`src/rtl/hyper_mvblck_frdram_p.sv`:
```
// Parametrised DRAM-to-LSAB block mover: streams an aligned column burst to one MCU
// and writes only the requested words. Optional macro HYPER_MVBLCK_RESUME_EN adds RESUME.
module hyper_mvblck_frdram_p #(
    parameter int ADDR_W     = 12,
    parameter int CNT_W      = 6,
    parameter int SECT_LOG2  = 2,
    parameter int SEL_W      = 2,
    parameter int RD_LAT     = 6,
    parameter int ALIGN_LOG2 = 1
) (
    input  logic                        CLK,
    input  logic                        RST,
    input  logic [(1<<SECT_LOG2)-1:0]   LSAB_FULL,
    output logic                        LSAB_WRITE,
    output logic [SECT_LOG2-1:0]        LSAB_SECTION,
    input  logic [ADDR_W-1:0]           START_ADDRESS,
    input  logic [CNT_W-1:0]            COUNT_REQ,
    input  logic [SECT_LOG2-1:0]        SECTION,
    input  logic [SEL_W-1:0]            DRAM_SEL,
    input  logic                        ISSUE,
`ifdef HYPER_MVBLCK_RESUME_EN
    input  logic                        RESUME,
`endif
    output logic [CNT_W-1:0]            COUNT_SENT,
    output logic                        WORKING,
    output logic                        ABRUPT_STOP,
    output logic [ADDR_W-1:0]           MCU_COLL_ADDRESS,
    output logic [SEL_W-1:0]            MCU_REQUEST_ACCESS
);

    localparam int BW = CNT_W + ALIGN_LOG2 + 1;
    localparam logic [ADDR_W-1:0] ADDR_ALIGN_M1 = ADDR_W'((1 << ALIGN_LOG2) - 1);
    localparam logic [BW-1:0]     BEAT_ALIGN_M1 = BW'((1 << ALIGN_LOG2) - 1);

    typedef enum logic [1:0] {IDLE, READ, DRAIN} state_t;

    state_t                state, state_nxt;
    logic [SEL_W-1:0]      sel_q;
    logic [SECT_LOG2-1:0]  sect_q;
    logic [ADDR_W-1:0]     addr_q;
    logic [BW-1:0]         first_q, last_q, beats_q, idx_q;
    logic [CNT_W-1:0]      cnt_q;
    logic                  abrupt_q;
    logic [RD_LAT-1:0]     dl;
    logic [SEL_W-1:0]      req;

    logic                  full_now, accept, resume_go, beat, more, last_beat, beat_valid, dl_empty;
    logic [BW-1:0]         start_off, last_calc, beats_calc;

    assign full_now   = LSAB_FULL[sect_q];
    assign accept     = (state == IDLE) && ISSUE && (DRAM_SEL != '0);
    assign beat       = (state == READ) && !full_now;
    assign more       = (idx_q + BW'(1)) < beats_q;
    assign last_beat  = beat && !more;
    // Padding beats at either end of the aligned burst carry a zero valid bit.
    assign beat_valid = beat && (idx_q >= first_q) && (idx_q <= last_q);
    assign dl_empty   = (dl == '0);

    assign start_off  = BW'(START_ADDRESS & ADDR_ALIGN_M1);
    assign last_calc  = start_off + BW'(COUNT_REQ);
    assign beats_calc = (last_calc + BW'(1) + BEAT_ALIGN_M1) & ~BEAT_ALIGN_M1;

`ifdef HYPER_MVBLCK_RESUME_EN
    logic resumable_q;
    assign resume_go = (state == IDLE) && !accept && RESUME && resumable_q;
`else
    assign resume_go = 1'b0;
`endif

    always_comb begin
        state_nxt = state;
        req       = '0;
        case (state)
            IDLE: begin
                req = DRAM_SEL & {SEL_W{ISSUE}};
                if (resume_go) req = sel_q;
                if (accept || resume_go) state_nxt = READ;
            end
            READ: begin
                req = sel_q & {SEL_W{more && !full_now}};
                if (full_now || last_beat) state_nxt = DRAIN;
            end
            DRAIN: begin
                if (dl_empty) state_nxt = IDLE;
            end
            default: state_nxt = IDLE;
        endcase
    end

    always_ff @(posedge CLK) begin
        if (!RST) begin
            state    <= IDLE;
            sel_q    <= '0;
            sect_q   <= '0;
            addr_q   <= '0;
            first_q  <= '0;
            last_q   <= '0;
            beats_q  <= '0;
            idx_q    <= '0;
            cnt_q    <= '0;
            abrupt_q <= 1'b0;
            dl       <= '0;
        end else begin
            state <= state_nxt;
            dl    <= {dl[RD_LAT-2:0], beat_valid};
            if (LSAB_WRITE) cnt_q <= cnt_q + CNT_W'(1);
            if (beat) begin
                addr_q <= addr_q + ADDR_W'(1);
                idx_q  <= idx_q + BW'(1);
            end
            if ((state == READ) && full_now) abrupt_q <= 1'b1;
            if (resume_go) abrupt_q <= 1'b0;
            if (accept) begin
                sel_q    <= DRAM_SEL;
                sect_q   <= SECTION;
                addr_q   <= START_ADDRESS & ~ADDR_ALIGN_M1;
                first_q  <= start_off;
                last_q   <= last_calc;
                beats_q  <= beats_calc;
                idx_q    <= '0;
                cnt_q    <= '0;
                abrupt_q <= 1'b0;
            end
        end
    end

`ifdef HYPER_MVBLCK_RESUME_EN
    // Only an abrupt stop leaves a burst that RESUME may continue.
    always_ff @(posedge CLK) begin
        if (!RST) begin
            resumable_q <= 1'b0;
        end else if (accept || resume_go) begin
            resumable_q <= 1'b0;
        end else if ((state == READ) && full_now) begin
            resumable_q <= 1'b1;
        end
    end
`endif

    assign LSAB_WRITE         = dl[RD_LAT-1];
    assign LSAB_SECTION       = sect_q;
    assign COUNT_SENT         = cnt_q;
    assign WORKING            = (state != IDLE);
    assign ABRUPT_STOP        = abrupt_q;
    assign MCU_COLL_ADDRESS   = addr_q;
    assign MCU_REQUEST_ACCESS = req & {SEL_W{RST}};

endmodule

```
`config.mk`:
```
export PLATFORM = sky130hd
export DESIGN_NAME = hyper_mvblck_frdram_p
export DESIGN_NICKNAME = d
export VERILOG_FILES = /design/src/rtl/hyper_mvblck_frdram_p.sv
export SDC_FILE = /design/constraint.sdc
export NUM_CORES = 1
export LEC_CHECK = 0
export CAP_MARGIN = 40
export CORE_ASPECT_RATIO = 0.9
export CORE_MARGIN = 1
export CORE_UTILIZATION = 28
export DETAILED_ROUTE_END_ITERATION = 8
export PLACE_DENSITY = 0.46
export SLEW_MARGIN = 40
export SYNTH_ARGS = -nofsm -noshare
export SYNTH_HDL_FRONTEND = slang
export SYNTH_SLANG_ARGS = --single-unit
```
`constraint.sdc`:
```
create_clock -name CLK -period 5.4 [get_ports CLK]
set_input_delay 1.08 -clock CLK [delete_from_list [all_inputs] [get_ports CLK]]
set_output_delay 1.08 -clock CLK [all_outputs]
set_load 0.01 [all_outputs]
```
* After elaboration in Yosys (flattened, before gate mapping)
Index checks and enable logic that the tools add are counted.
** Storage, ports and cells
- Flip-flop bits (word level) :: 55
- Output and inout bits :: 25
** Operators by class
- Magnitude comparators :: 4
- Bitwise gates (word level) :: 4
- Add/sub/neg operators :: 6
- Multiplexer cells :: 9
- Equal/unequal tests :: 5
- Reduce and logical (&&, ||, !) cells :: 18
** Operator list (number)
- two-way mux 12 bit :: 2
- adder 8 x 1 -> 8 bit, second input constant :: 2
- adder 12 x 1 -> 12 bit, second input constant :: 1
- adder 7 x 1 -> 8 bit, second input constant :: 1
- greater-or-equal comparator 8 x 1 -> 1 bit :: 1
- <= comparator 8 bit :: 1
- logical AND 1 bit :: 8
- less-than comparator 8 bit :: 1
- adder 1 x 6 -> 7 bit :: 1
- adder 6 x 1 -> 6 bit, second input constant :: 1
- AND 2 bit :: 3
- zero test 6 bit :: 1
- two-way mux 2 bit :: 3
- != test 2 bit, second input constant :: 3
- one-hot mux 2 bit (3 select lines) :: 1
- nonzero test 2 bit :: 3
- one-hot mux 2 bit (2 select lines) :: 1
- less-than comparator 2 x 3 -> 1 bit, second input constant :: 1
- AND reduction 3 bit :: 1
- binary-select mux 1 bit (select 2 bit) :: 1
- equality test 2 x 1 -> 1 bit, second input constant :: 1
- equality test 2 bit, second input constant :: 1
- zero test 1 bit :: 2
- zero test 2 bit :: 1
- 4 further kinds :: 4

* Depth between registers and ports, before layout
- Depth in word-level cells :: 8
- Mapped depth :: 9
- Depth with buffers taken out :: 9

* Least setup slack after synthesis
OpenSTA, ideal clock, no wires.
- Path kind :: input-to-output
- From :: input LSAB_FULL[3]
- To :: output MCU_REQUEST_ACCESS[0]
- Path buffers :: 1
- Stages :: 6
- Path slack :: 1.898 ns
- Arrival time :: 2.422 ns
- Cell sequence :: mux4_2 -> nand2b_4 -> buf_6 -> a211oi_4 -> o211ai_1 -> a21oi_1
** On the way
- Cells in the longest elaborated chain, start to end :: 7
** Ends and longest elaborated chain
- from (decl) :: RTL line 13 : input logic [(1<<SECT_LOG2)-1:0] LSAB_FULL,
- binary-select mux 1 bit (select 2 bit) :: RTL line 50 : assign full_now = LSAB_FULL[sect_q];
- two-way mux 1 bit (not written as such) :: RTL line 50
- zero test 1 bit :: RTL line 80 : req = sel_q & {SEL_W{more && !full_now}};
- logical AND 1 bit :: RTL line 80
- AND 2 bit :: RTL line 80
- one-hot mux 2 bit (2 select lines) :: RTL line 73 : case (state)
- AND 2 bit :: RTL line 146 : assign MCU_REQUEST_ACCESS = req & {SEL_W{RST}};
- to (decl) :: RTL line 28 : output logic [SEL_W-1:0] MCU_REQUEST_ACCESS
No other way between the ends. The select of a mux whose other input is x is not followed.

* Final worst setup path
Same ends and word-level chain as after synthesis.

==> results_dict.tcl <==
set metrics [dict create \
    status "completed" \
    htreeDepth 2 \
    slowest_stage "clkdlybuf4s50_1" \
    crit_top_cell "clkdlybuf4s50_1" \
    synth_nets 392 \
    worst_slew_pin_slew_ps 678.0 \
    drc 0 \
    drive_gt1_frac 0.05063 \
    max_cap_violations 0 \
    switching_share 0.2800 \
    die-area_sq_mm 0.01052 \
    postCtsResizedCells 0 \
    cts.sinks 54 \
    p_total_mw 0.8801 \
    chipWidth_microns 108 \
    p_leak_nw 1.359 \
    final_max_slew_viol_count 0 \
    comb_power_share 0.187 \
    finalCriticalPeriod_ps 4438 \
    synth_edf_count 0 \
    drt-initial-drc-count 87 \
    ant_nets 0 \
    fin_hold_ws_ps 451.1 \
    setup_viol 0 \
    antenna_cells 0 \
    port_buffers 53 \
    crit_path_max_fanout 10 \
    clk_path_buf_depth 2 \
    vias 2510 \
    synth_cell_types 48 \
    syn_inst 343 \
    yosys_most_used_dff "dfxtp_1" \
    die_h_microns 97.40 \
    synth_async_sr_flop_share 0 \
    hold_viol 0 \
    finalClockSkew_ps 7.771 \
    critPathKind "in -> out" \
    ys_seq_elements 54 \
    ios 54 \
    rows 34 \
    critPathLaunchType "primary input" \
    fmax_mhz 225.3 \
    synth_top_area_share 0.3818 \
    grt_pass1_wl_microns 12120 \
    viasPerCell 4.818 \
    pwr_density_cell_mw_per_mm2 243.7 \
    area_growth_pct 27.53 \
    end_kind "output pin" \
    vdd_drop_max_mv 0.09265 \
    hpwl_microns 5341 \
    fin_setup_tns_ps 0 \
    yosysMostFrequentCell "dfxtp_1" \
    tritoncts "done" \
    hold_class "reg -> reg" \
    grt_use_total 0.1454 \
    place.gp.congestion 0.7336 \
    rsz0062_at_grt "false" \
    synthTopCellsByArea "dfxtp_1 (38%), ha_1 (8.8%), nand2_1 (6.1%)" \
    period_share 0.8219 \
    synthesis.area_sq_mm 0.002831 \
    insertion_delay_ps 310 \
    power.internal_mw 0.6337 \
    clkPwrFrac 0.318 \
    antenna_found_initial 0 \
    wire_per_inst_microns 14.00 \
    p_sw_mw 0.2464 \
    root_buffer "clkbuf_8" \
    grt_max_degree 29 \
    synth_commonest_cells "dfxtp_1 (54), nand2_1 (46), nor2_1 (31)" \
    cts.hold.buffers_added 0 \
    core-area_sq_mm 0.009742 \
    nNetsFinal 443 \
    yosysWarnings 0 \
    cp_cell_sequence "clkdlybuf4s50_1 > mux4_2 > nand2b_4 > a211oi_4 > o211ai_1 > a21oi_1 > clkdlybuf4s50_1" \
    postCtsSetupBuffers 0 \
    avgSynthCellArea_sq_um 8.255 \
    num-fill-cells 1017 \
    max_slew_margin 0.5480 \
    timing.critical_path.arrival_ps 3360 \
    routed_wl_microns 7293 \
    slowest_delay_ps 550 \
    first_pass_iters 4 \
    critPathRequiredTime_ps 4320 \
    seq_area_frac_synth 0.3818 \
    start_util 0.2906 \
    seqPwrFrac 0.494 \
    cts_buffers 5 \
    overflow 0 \
    clk_pin_slew_worst_paths_ps 100 \
    yosysTopAreaCell "dfxtp_1" \
    grt_pass1_vias 2432 \
]
layout make-up:
class / instances / area [sq um] / share of cell area
tap: 126 / 157.7 / 0.04366
timing repair buffer: 59 / 575.6 / 0.1594
sequential: 54 / 1081 / 0.2994
clock buffer: 5 / 68.82 / 0.01906
clock inverter: 3 / 40.04 / 0.01109
inverter: 17 / 63.81 / 0.01767
multi-input combinational: 257 / 1624 / 0.4498
power by group through the flow:
stage	clock network (mW)	registers [mW]	logic (mW)
2_1_floorplan	0	0.444	0.0906
3_3_place_gp	0	0.445	0.164
3_5_place_dp	0	0.444	0.165
4_1_cts	0.284	0.435	0.166
5_1_grt	0.302	0.438	0.183
6_report	0.280	0.435	0.165
critical path: cells and delay by family:
family / cells / cell delay (ps)
AO/OA/AOI/OAI: 3 / 570
buffers and inverters: 2 / 950
multiplexers: 1 / 520
AND/OR/NAND/NOR: 1 / 240
flip-flops by register name, summed over array words and instances, names as in the netlist:
name	count
COUNT_SENT	6
state	2
first_q	1
dl	6
MCU_COLL_ADDRESS	12
LSAB_SECTION	2
ABRUPT_STOP	1
beats_q	7
idx_q	8
last_q	7
sel_q	2
logic make-up (layout without fill, tap and decap cells):
logic type / count (synthesis) / count (layout) / synth area share
flip-flops: 54 / 54 / 0.3818
adder cells (fa/ha/maj): 20 / 20 / 0.08838
AO/OA/AOI/OAI: 73 / 73 / 0.1639
buffers and inverters: 32 / 84 / 0.04595
AND/OR/NAND/NOR: 138 / 138 / 0.2342
multiplexers: 2 / 2 / 0.01149
XOR/XNOR: 24 / 24 / 0.07424
path summary, 6_finish.rpt:
kind / from / end / slack [ps] / cells past startpoint
hold reg to reg: beats_q[7]$_SDFFE_PN0P_ / beats_q[7]$_SDFFE_PN0P_ / 450 / 2
hold / removal: beats_q[7]$_SDFFE_PN0P_ / beats_q[7]$_SDFFE_PN0P_ / 450 / 2
setup / recovery: LSAB_FULL[3] / MCU_REQUEST_ACCESS[0] / 960 / 7
setup reg to reg: idx_q[2]$_SDFFE_PP0P_ / state[1]$_SDFFE_PN0P_ / 2790 / 9
metal layers:
| metal | wire length, microns | GRT usage | up-vias |
|---|---|---|---|
| met3 | 310 | 0.03353 | 7 |
| met4 | 68 | 0.03477 | 0 |
| li1 | - | - | 1293 |
| met1 | 3565 | 0.1949 | 1157 |
| met5 | 0 | 0 | - |
| met2 | 3348 | 0.2337 | 53 |
cell usage in the layout, fill, tap and decap left out, types with 2 or more instances in the layout:
cell type / netlist / final
a211oi_1: 5 / 5
a21boi_0: 2 / 2
a21o_1: 4 / 4
a21oi_1: 30 / 30
a22oi_1: 3 / 3
a31oi_1: 2 / 2
a32oi_1: 3 / 3
and2_1: 5 / 5
and3_1: 5 / 5
buf_4: 0 / 6
clkbuf_8: 0 / 5
clkdlybuf4s50_1: 0 / 53
clkinv_2: 0 / 2
dfxtp_1: 54 / 54
ha_1: 20 / 20
inv_1: 17 / 17
nand2_1: 46 / 46
nand2b_1: 4 / 4
nand3_1: 18 / 18
nand3b_1: 2 / 2
nand4_1: 5 / 5
nor2_1: 31 / 31
nor2b_1: 2 / 2
nor3_1: 7 / 7
nor4_1: 2 / 2
o211ai_1: 4 / 4
o21ai_0: 8 / 8
o22ai_1: 4 / 4
o311ai_0: 2 / 2
or2_2: 2 / 2
or4_1: 2 / 2
xnor2_1: 9 / 9
xor2_1: 15 / 15
stage by stage:
stage | utilization | std cells | cell area [sq um] | worst slack (ps)
after floorplan | - | 343 | 2831 | 1898
after global placement | 0.3595 | 513 | 3502 | 983.6
after detailed placement | 0.3595 | 513 | 3502 | 946.0
after CTS | 0.3707 | 521 | 3611 | 942.7
after global routing | 0.3707 | 521 | 3611 | 868.9
final | 0.3707 | 521 | 3611 | 961.7
(Power assumes the default switching activity.)
